--- config.mk ---
export PLATFORM = sky130hd
export DESIGN_NAME = sparse_chunk_writer
export DESIGN_NICKNAME = d
export VERILOG_FILES = /design/src/rtl/sparse_writer_pkg.sv /design/src/rtl/sparse_chunk_writer_compactor.sv /design/src/rtl/sparse_chunk_writer.sv
export SDC_FILE = /design/constraint.sdc
export NUM_CORES = 2
export LEC_CHECK = 0
export ABC_AREA = 1
export BUFFER_PORTS_ARGS = -buffer_cell sky130_fd_sc_hd__buf_4
export CORE_UTILIZATION = 35
export CTS_CLUSTER_SIZE = 12
export DETAILED_ROUTE_END_ITERATION = 7
export PLACE_DENSITY = 0.61
export RECOVER_POWER = 100
export REMOVE_ABC_BUFFERS = 1
export SETUP_SLACK_MARGIN = 0.05
export SYNTH_ARGS = -nofsm -noshare
export SYNTH_HDL_FRONTEND = slang
export SYNTH_HIERARCHICAL = 1
export SYNTH_SLANG_ARGS = --single-unit
--- constraint.sdc ---
create_clock -name clk_i -period 17.8 [get_ports clk_i]
set_input_delay 5.34 -clock clk_i [delete_from_list [all_inputs] [get_ports clk_i]]
set_output_delay 5.34 -clock clk_i [all_outputs]
set_load 0.01 [all_outputs]
--- src/rtl/sparse_writer_pkg.sv ---
// sparse_writer_pkg
//   Shared definitions for the sparse IFM chunk writer.
//   - cyc_num():   beats per chunk buffer (MEM_SIZE / BUS_SIZE).
//   - cnt_width(): width of the beat counter inside one chunk.
//   - wr_state_e:  writer FSM states.
package sparse_writer_pkg;

  localparam int DEF_BUS_SIZE = 32;
  localparam int DEF_MEM_SIZE = 256;

  function automatic int cyc_num(input int mem_size, input int bus_size);
    return mem_size / bus_size;
  endfunction

  // A one-beat chunk still needs a 1-bit counter so the port is never zero-width.
  function automatic int cnt_width(input int cyc);
    return (cyc > 1) ? $clog2(cyc) : 1;
  endfunction

  typedef enum logic [1:0] {
    WAIT_BUF = 2'd0,
    FILL     = 2'd1,
    PAD      = 2'd2
  } wr_state_e;

endpackage

--- src/rtl/sparse_chunk_writer_compactor.sv ---
// sparse_beat_compactor
//   Purely combinational compaction of one dense beat.
//   Ports:
//     dense_data  in   BUS_SIZE bytes, byte 0 in the low bits.
//     sparsemap   out  bit i set when dense byte i is nonzero.
//     packed_data out  nonzero bytes left-packed in ascending source order,
//                      unused slots zero.
//     popcount    out  number of nonzero bytes in the beat.
module sparse_beat_compactor #(
  parameter int BUS_SIZE = 32
) (
  input  logic [BUS_SIZE*8-1:0]    dense_data,
  output logic [BUS_SIZE-1:0]      sparsemap,
  output logic [BUS_SIZE*8-1:0]    packed_data,
  output logic [$clog2(BUS_SIZE):0] popcount
);

  localparam int POP_W = $clog2(BUS_SIZE) + 1;

  // prefix[i] = number of nonzero bytes strictly below byte i, i.e. the
  // packed slot that byte i lands in when it is itself nonzero.
  logic [POP_W-1:0] prefix [BUS_SIZE];

  genvar gi;
  generate
    for (gi = 0; gi < BUS_SIZE; gi++) begin : g_flag
      assign sparsemap[gi] = |dense_data[gi*8 +: 8];
    end
  endgenerate

  always_comb begin : prefix_sum
    logic [POP_W-1:0] run;
    run = '0;
    for (int i = 0; i < BUS_SIZE; i++) begin
      prefix[i] = run;
      run       = run + POP_W'(sparsemap[i]);
    end
    popcount = run;
  end

  // Slot gi can only be filled from source bytes at index >= gi, and at most
  // one nonzero byte has a given prefix count, so a priority-free select works.
  generate
    for (gi = 0; gi < BUS_SIZE; gi++) begin : g_slot
      logic [7:0] slot;
      always_comb begin
        slot = '0;
        for (int i = gi; i < BUS_SIZE; i++) begin
          if (sparsemap[i] && (prefix[i] == POP_W'(gi))) begin
            slot = dense_data[i*8 +: 8];
          end
        end
      end
      assign packed_data[gi*8 +: 8] = slot;
    end
  endgenerate

endmodule

--- src/rtl/sparse_chunk_writer.sv ---
// sparse_chunk_writer
//   Producer side of the compressed-IFM write port. Compacts dense beats and
//   streams one chunk of CYC_NUM beats into each of two ping-pong buffers,
//   never writing a buffer the consumer still owns.
//   Ports:
//     clk_i, rst_i            clock, asynchronous active-high reset
//     dense_valid_i/ready_o   beat handshake from the fetch path
//     dense_data_i            dense beat, byte 0 in the low bits
//     dense_last_i            early end of chunk (remaining beats are padded)
//     sparsemap_o             nonzero flags of the written beat
//     nonzero_data_o          left-packed nonzero bytes of the written beat
//     wr_valid_o              one-cycle write strobe per beat
//     wr_count_o / wr_sel_o   beat index within chunk / target buffer
//     buf_release_i/_sel_i    consumer frees a buffer
//     buf_full_o              occupancy flag per buffer
//     chunk_done_o            pulse with the final beat of a chunk
//     nnz_count_o             nonzero total of the chunk, held between chunks
module sparse_chunk_writer
  import sparse_writer_pkg::*;
#(
  parameter int BUS_SIZE = DEF_BUS_SIZE,
  parameter int MEM_SIZE = DEF_MEM_SIZE
) (
  input  logic                                               clk_i,
  input  logic                                               rst_i,
  input  logic                                               dense_valid_i,
  output logic                                               dense_ready_o,
  input  logic [BUS_SIZE*8-1:0]                              dense_data_i,
  input  logic                                               dense_last_i,
  output logic [BUS_SIZE-1:0]                                sparsemap_o,
  output logic [BUS_SIZE*8-1:0]                              nonzero_data_o,
  output logic                                               wr_valid_o,
  output logic [cnt_width(cyc_num(MEM_SIZE, BUS_SIZE))-1:0]  wr_count_o,
  output logic                                               wr_sel_o,
  input  logic                                               buf_release_i,
  input  logic                                               buf_release_sel_i,
  output logic [1:0]                                         buf_full_o,
  output logic                                               chunk_done_o,
  output logic [$clog2(MEM_SIZE):0]                          nnz_count_o
);

  localparam int CYC_NUM = cyc_num(MEM_SIZE, BUS_SIZE);
  localparam int CNT_W   = cnt_width(CYC_NUM);
  localparam int NNZ_W   = $clog2(MEM_SIZE) + 1;
  localparam int POP_W   = $clog2(BUS_SIZE) + 1;
  localparam logic [CNT_W-1:0] LAST_CNT = CNT_W'(CYC_NUM - 1);

  wr_state_e state_reg, state_next;

  logic                  cur_sel_reg;
  logic [CNT_W-1:0]      cnt_reg;
  logic [1:0]            buf_full_reg, buf_full_next;
  logic [NNZ_W-1:0]      nnz_acc_reg, nnz_acc_next;
  logic [BUS_SIZE-1:0]   sparsemap_reg;
  logic [BUS_SIZE*8-1:0] data_reg;
  logic                  wr_valid_reg;
  logic [CNT_W-1:0]      wr_count_reg;
  logic                  wr_sel_reg;
  logic                  chunk_done_reg;
  logic [NNZ_W-1:0]      nnz_count_reg;

  logic                  ready;
  logic                  accept;
  logic                  emit;
  logic                  emit_pad;
  logic                  chunk_end;
  logic [1:0]            rel_mask;
  logic [1:0]            set_mask;
  logic [1:0]            full_after_rel;

  logic [BUS_SIZE-1:0]   beat_map;
  logic [BUS_SIZE*8-1:0] beat_packed;
  logic [POP_W-1:0]      beat_pop;

  sparse_beat_compactor #(
    .BUS_SIZE (BUS_SIZE)
  ) u_compactor (
    .dense_data  (dense_data_i),
    .sparsemap   (beat_map),
    .packed_data (beat_packed),
    .popcount    (beat_pop)
  );

  // Occupancy: a release clears first, a chunk end sets afterwards, so a
  // simultaneous set and release of the same buffer leaves it full.
  always_comb begin
    rel_mask[0]    = buf_release_i & ~buf_release_sel_i;
    rel_mask[1]    = buf_release_i &  buf_release_sel_i;
    set_mask[0]    = chunk_end & ~cur_sel_reg;
    set_mask[1]    = chunk_end &  cur_sel_reg;
    full_after_rel = buf_full_reg & ~rel_mask;
    buf_full_next  = full_after_rel | set_mask;
  end

  // Next-state and control decode.
  always_comb begin
    state_next = state_reg;
    ready      = 1'b0;
    accept     = 1'b0;
    emit       = 1'b0;
    emit_pad   = 1'b0;
    chunk_end  = 1'b0;
    case (state_reg)
      WAIT_BUF: begin
        // Looking at the post-release flags lets a release at t open the
        // port at t+1.
        if (!full_after_rel[cur_sel_reg]) begin
          state_next = FILL;
        end
      end
      FILL: begin
        ready = 1'b1;
        if (dense_valid_i) begin
          accept = 1'b1;
          emit   = 1'b1;
          if (cnt_reg == LAST_CNT) begin
            chunk_end  = 1'b1;
            state_next = WAIT_BUF;
          end else if (dense_last_i) begin
            state_next = PAD;
          end
        end
      end
      PAD: begin
        emit     = 1'b1;
        emit_pad = 1'b1;
        if (cnt_reg == LAST_CNT) begin
          chunk_end  = 1'b1;
          state_next = WAIT_BUF;
        end
      end
      default: begin
        state_next = WAIT_BUF;
      end
    endcase
  end

  always_comb begin
    nnz_acc_next = nnz_acc_reg + (accept ? NNZ_W'(beat_pop) : '0);
  end

  always_ff @(posedge clk_i or posedge rst_i) begin
    if (rst_i) begin
      state_reg <= WAIT_BUF;
    end else begin
      state_reg <= state_next;
    end
  end

  always_ff @(posedge clk_i or posedge rst_i) begin
    if (rst_i) begin
      cur_sel_reg    <= 1'b0;
      cnt_reg        <= '0;
      buf_full_reg   <= '0;
      nnz_acc_reg    <= '0;
      sparsemap_reg  <= '0;
      data_reg       <= '0;
      wr_valid_reg   <= 1'b0;
      wr_count_reg   <= '0;
      wr_sel_reg     <= 1'b0;
      chunk_done_reg <= 1'b0;
      nnz_count_reg  <= '0;
    end else begin
      buf_full_reg   <= buf_full_next;
      wr_valid_reg   <= emit;
      chunk_done_reg <= chunk_end;

      // Data outputs only move on a write so they hold between strobes.
      if (emit) begin
        wr_count_reg  <= cnt_reg;
        wr_sel_reg    <= cur_sel_reg;
        sparsemap_reg <= emit_pad ? '0 : beat_map;
        data_reg      <= emit_pad ? '0 : beat_packed;
        cnt_reg       <= chunk_end ? '0 : cnt_reg + CNT_W'(1);
      end

      if (chunk_end) begin
        cur_sel_reg   <= ~cur_sel_reg;
        nnz_count_reg <= nnz_acc_next;
        nnz_acc_reg   <= '0;
      end else if (accept) begin
        nnz_acc_reg   <= nnz_acc_next;
      end
    end
  end

  assign dense_ready_o  = ready;
  assign sparsemap_o    = sparsemap_reg;
  assign nonzero_data_o = data_reg;
  assign wr_valid_o     = wr_valid_reg;
  assign wr_count_o     = wr_count_reg;
  assign wr_sel_o       = wr_sel_reg;
  assign buf_full_o     = buf_full_reg;
  assign chunk_done_o   = chunk_done_reg;
  assign nnz_count_o    = nnz_count_reg;

endmodule

; ---- Yosys cells after proc, flatten, opt, wreduce, memory -nomap -nowiden
; Cells that the tools add are included.
[word_totals]
out_inout_bits = 306
regBits = 320
[classes]
reduce_logical = 593
magnitude_cmp = 1
addsub = 33
bitwise_logic = 9
n_eq_ne = 502
muxes = 550
[ops]
columns = operator, n
row1 = 8-bit two-way mux, 528
row2 = "6-bit by 4-bit == test with 1-bit output, second input constant", 164
row3 = "6-bit by 5-bit == test with 1-bit output, second input constant", 136
row4 = "6-bit by 3-bit == test with 1-bit output, second input constant", 106
row5 = 1-bit logical AND, 527
row6 = "6-bit by 2-bit == test with 1-bit output, second input constant", 59
row7 = 256-bit two-way mux, 1
row8 = 8-bit OR reduction, 32
row9 = 6-bit zero test, 31
row10 = 6-bit by 1-bit adder with 6-bit output, 30
row11 = "6-bit by 1-bit == test with 1-bit output, second input constant", 30
row12 = 32-bit two-way mux, 1
row13 = 9-bit two-way mux, 2
row14 = 2-bit two-way mux, 5
row15 = 9-bit by 6-bit adder with 9-bit output, 1
row16 = 1-bit two-way mux, 8
row17 = 6-bit two-way mux, 1
row18 = "2-bit != test, second input constant", 3
row19 = 2-bit case mux with 3 select lines, 1
row20 = 1-bit bitwise AND, 4
row21 = 1-bit case mux with 2 select lines, 2
row22 = 4-bit AND reduction, 1
row23 = "3-bit by 1-bit adder with 3-bit output, second input constant", 1
row24 = "3-bit == test, second input constant", 1
row25 = 12 further kinds, 13

; ---- Logic depth before layout (Yosys ltp)
[logic_depth]
depth_word = 36
ltp_mapped = 83
mapped_depth_nobuf = 82

; ---- Cells and area by module
; The synthesis kept the hierarchy.
[by_module_without_submodules]
columns = module, area_per_inst_um2, cells_per_inst, n_inst, seq_area_each_um2
row1 = sparse_beat_compactor, 57865.5, 12782, 1, 0.0
row2 = sparse_chunk_writer, 12937.4, 1457, 1, 8007.7

; ---- Least setup slack after synthesis
; OpenSTA, ideal clock, no wires.
[synth_path]
kind = input-to-reg
start = input dense_data_i[23]
end = register nnz_acc_reg[7]
cell_stages = 49
required_time_ns = 17.682
t_arrival_ns = 18.158
path_slack_ns = -0.475
setup_time_ns = 0.118
cell_sequence = nor2_1 > nand3_1 > nor2_1 > inv_1 > fa_1 > ha_1 > inv_1 > fa_1 > inv_1 > ha_1 > ha_1 > ha_1 > ha_1 > ha_1 > ha_1 > ha_1 > ha_1 > ha_1 > [... 13 more ...] > ha_1 > ha_1 > ha_1 > ha_1 > ha_1 > nand4_1 > xor2_4 > buf_2 > xnor2_1 > inv_1 > nor2_1 > ha_1 > nand2_1 > nand2_1 > a21oi_1 > nand3_1 > nand3_1 > nand2_1
[synth_via]
elab_chain_cells = 35
[synth_rtl]
columns = element, line_no
row1 = from (decl), sparse_chunk_writer.sv:28  ; input logic [BUS_SIZE*8-1:0] dense_data_i,
row2 = 8-bit OR reduction, sparse_chunk_writer_compactor.sv:27  ; assign sparsemap[gi] = |dense_data[gi*8 +: 8];
row3 = net beat_map[2], sparse_chunk_writer.sv:71  ; logic [BUS_SIZE-1:0] beat_map;
row4 = 6-bit by 1-bit adder with 6-bit output (30 in series), sparse_chunk_writer_compactor.sv:36  ; run = run + POP_W'(sparsemap[i]);
row5 = net beat_pop[4], sparse_chunk_writer.sv:73  ; logic [POP_W-1:0] beat_pop;
row6 = 6-bit two-way mux, sparse_chunk_writer.sv:139  ; nnz_acc_next = nnz_acc_reg + (accept ? NNZ_W'(beat_pop) : '0);
row7 = 9-bit by 6-bit adder with 9-bit output, sparse_chunk_writer.sv:139
row8 = 9-bit two-way mux, sparse_chunk_writer.sv:181  ; end else if (accept) begin
row9 = 9-bit two-way mux, sparse_chunk_writer.sv:177  ; if (chunk_end) begin
row10 = to (signal assigned), sparse_chunk_writer.sv:182  ; nnz_acc_reg <= nnz_acc_next;
row11 = to (decl), sparse_chunk_writer.sv:53  ; logic [NNZ_W-1:0] nnz_acc_reg, nnz_acc_next;
; The timed path passes the listed nets, and every way through them passes these cells. The select of a mux whose other input is x is not followed.
; A chain may end at the register's enable or synchronous reset.

; ---- Final worst setup path
[layout_path]
start = input dense_data_i[23]
end = register data_reg[73] (netlist: nonzero_data_o[73])
[layout_via]
elab_chain_cells = 34
word_cells_on_any_way = 100
cone_classes = add/sub (29) / eq/ne (23) / mux (24) / reduce/logical (24)
[layout_rtl]
columns = element, line_no
row1 = 8-bit OR reduction (*), sparse_chunk_writer_compactor.sv:27
row2 = net beat_map[2], sparse_chunk_writer.sv:71
row3 = 6-bit by 1-bit adder with 6-bit output (*) (7 in series), sparse_chunk_writer_compactor.sv:36
row4 = 6-bit by 1-bit adder with 6-bit output / 6-bit by 4-bit == test with 1-bit output (equally long branches), "sparse_chunk_writer_compactor.sv:36, sparse_chunk_writer_compactor.sv:49"
row5 = 6-bit by 1-bit adder with 6-bit output (tied with other cells) (21 in series), sparse_chunk_writer_compactor.sv:36
row6 = 6-bit by 4-bit == test with 1-bit output (tied with other cells), sparse_chunk_writer_compactor.sv:49  ; if (sparsemap[i] && (prefix[i] == POP_W'(gi))) begin
row7 = 1-bit logical AND / 8-bit two-way mux (equally long branches), sparse_chunk_writer_compactor.sv:49
row8 = 8-bit two-way mux (*), sparse_chunk_writer_compactor.sv:49
row9 = net beat_packed[73], sparse_chunk_writer.sv:72  ; logic [BUS_SIZE*8-1:0] beat_packed;
row10 = 256-bit two-way mux (*), sparse_chunk_writer.sv:173  ; data_reg <= emit_pad ? '0 : beat_packed;
row11 = to (signal assigned), sparse_chunk_writer.sv:173
row12 = to (decl), sparse_chunk_writer.sv:55  ; logic [BUS_SIZE*8-1:0] data_reg;
; Mark *: on every way through the listed nets, which the timed path passes. The rest lies on a longest branch.

==> impl_metrics.yaml <==
critical_path:
  startpoint: "dense_data_i[23]"
  cpPeakStageDelay_ps: 620
  crit_path_start_kind: "input port"
  critPathBufInv: 4
  r2r_slack_ps: 5650
  crit-reg2reg-launch: "state_reg[1]$_DFFE_PP0P_"
  timing.critical_path.fanout_max: 8
  cpMaxStageDelayCell: "fa_2"
  reg2reg_depth: 10
  worstPathArrival_ps: 17730
  reg2reg_to: "sparsemap_o[8]$_DFFE_PP0P_"
  setup.worst_path.end_class: "register"
  critPathMostFrequentCell: "ha_1"
  timing_worst_setup_path_type: "in2reg"
  worst_ep_required_time_ps: 18260
  critical_path.top_delay_family: "adder cells"
logic_synthesis:
  postSynthRegisterBits: 320
  synth_area_leader: "nand3_1"
  synth-main-ff-cell: "dfrtp_1"
  synth_enable_flop_cells: 0
  synth.yosys.seq_area_share_pct: 11.3
  ys_async_rst_share_pct: 100
  mapped_avg_cell_area_um2: 4.97
  postSynthCellCount: 14200
  ys.warnings.count: 6
  synthDistinctLibCells: 42
  post-synth-top-area-fraction_pct: 32.1
  post_synth_instance_area_um2: 70800
  yosys-top-cells-area: "nand3_1 32%, nand2_1 29%, dfrtp_1 11%"
cells_and_area:
  layout_commonest_cell: "nand2_1"
  fill_cell_count: 23500
  postLayoutCellArea_um2: 78900
  syn2layout_area_growth_pct: 11.4
  number_of_flip_flops_under_the_largest_register_name: 256
  top_library_cells_by_usage_in_the_layout_fill_and_taps_aside: "5546 x nand2_1, 4548 x nand3_1, 698 x buf_4"
  final_net_count: 14700
  drive_above_1_share_pct: 7.27
routing:
  drt-pass1-iter-count: 8
  post-route-drc-count: 3
  vias: 108000
  detail_route.iter0.violations: 21300
  routedWlPerCell_um: 25.7
  final_antenna_net_count: 0
  route.final.wire_length_mm: 437
  vias_per_cell: 6.35
min_path:
  hold_path_depth: 2
  worst_hold_startpoint: "nonzero_data_o[240]$_DFFE_PP0P_"
  timing.hold.worst.class: "reg2reg"
  worstHoldEndpoint: "nonzero_data_o[240]$_DFFE_PP0P_"
placement:
  portBuffers: 567
  dp.final_hpwl_mm: 339
  dp_worst_setup_slack_ps: -100
  detailed_place.area_um2: 78800
  place.gp.congestion: 1.12
job:
  timing.max_cap.violations: 6
timing:
  report.final.slew_viol_count: 630
  rsz0062_at_grt: "no"
  min_period_over_period_pct: 97.0
  hold_viol_final: 0
  finalWorstPathRequiredPeriod_ps: 17270
  finalSetupViolations: 0
  whs_ps: 477
  clock-skew-final_ps: 25.2
  worstMarginPinSlew_ps: 8110
  max_freq_mhz: 57.9
  worst_slack_ps: 530
  maxSlewHeadroom_pct: -441
global_routing:
  globalRoute.totalOverflow: 0
  grt_max_degree: 175
  antenna_found_initial: 8
  first_global_vias: 94600
  grt_use_total_pct: 39.9
  grt_first_pass_wirelength_mm: 620
clocking:
  cts_made_buffers: 38
  cts_max_path_buffers: 3
  worstSkewPairLatency_ps: 610
  number_of_h_tree_levels: 2
  clockRootBuffer: "clkbuf_16"
  cts.clk_slew.worst_paths_ps: 60
  cts_tree: "built"
  clkSinkCount: 320
floorplanning:
  placeableCoreArea_um2: 200000
  effective_utilization_at_floorplan_pct: 35.4
  floorplan.io_pins: 568
  floorplan.die_area_um2: 204000
  floorplan.die.height_um: 452
  placement_rows: 164
  die_width_um: 452
outcome:
  status: "finished, violations left"
  failing_checks: "design-rule violations, max-capacitance violations, max-slew violations"
-- layer usage --
metal  GRT usage (%)  wire length, um  up-vias
li1                -                -    48300
met1            53.7           168000    49900
met2            59.0           181000     8512
met3            11.5            66600     1420
met4            16.7            21400        6
met5           0.303               96        -
-- per-stage QoR --
stage	std cells	setup TNS [ps]	util, %
after global routing	17000	0	39.4
final	17000	0	39.4
after global placement	17000	-1010	39.3
after detailed placement	17000	-1080	39.3
after CTS	17000	0	40.0
after floorplan	13200	-767720	-
-- logic make-up after synthesis --
group | synth area share (%)
flip-flops | 11.3
buffers and inverters | 9.42
multiplexers | 0.0141
AND/OR/NAND/NOR | 72.4
XOR/XNOR | 0.138
adder cells (fa/ha/maj) | 1.37
AO/OA/AOI/OAI | 5.39
-- worst min-delay path: cells and delay by family (launching register included) --
kind	cells	cell delay [ps]
flip-flops	1	340
AND/OR/NAND/NOR	2	100
-- area by class of cell --
type	count	area [um^2]	area share [%]
repair buffers	1054	7260	9.21
flip-flops and latches	320	8010	10.1
well taps	2656	3320	4.21
clock buffers	55	1140	1.44
inverters	696	2620	3.33
clock inverters	13	145	0.184
diodes	3	7.51	0.00952
multi-input cells	12200	56400	71.5
-- worst max-delay path by stage --
stage / endpoint / cells after the start
3_5_place_dp: nonzero_data_o[72]$_DFFE_PP0P_ / 48
2_1_floorplan: nonzero_data_o[94]$_DFFE_PP0P_ / 50
4_1_cts: nonzero_data_o[73]$_DFFE_PP0P_ / 48
6_report: nonzero_data_o[73]$_DFFE_PP0P_ / 46
3_3_place_gp: nonzero_data_o[72]$_DFFE_PP0P_ / 48
5_1_grt: nnz_count_o[8]$_DFFE_PP0P_ / 62
-- synth_stat cells, types with 2 or more instances --
cell and n:
a21oi_1 30, a21oi_2 2, a22oi_1 2, buf_1 53
buf_2 126, buf_4 19, buf_6 13, clkbuf_1 783
clkinv_1 62, dfrtp_1 320, fa_1 3, ha_1 73
inv_1 617, inv_2 16, nand2_1 5544, nand2_2 73
nand2_4 20, nand3_1 4548, nand3_2 50, nand3b_1 13
nand4_1 575, nor2_1 534, nor2_2 23, nor2_4 3
nor3_1 53, nor4_1 41, o211ai_1 200, o21ai_0 409
o21ai_1 3, o22ai_1 6, or2_2 8, xnor2_1 3
xor2_1 5
-- timing repair --
item,CTS,global route
hold endpoints to repair,0,0
buffers inserted,0,1
gates resized for setup,0,8
hold buffers,0,0
setup endpoints to repair,0,153
Power is not shown: default switching activity piles up to over one toggle a cycle in this logic, so the estimate is an artifact.
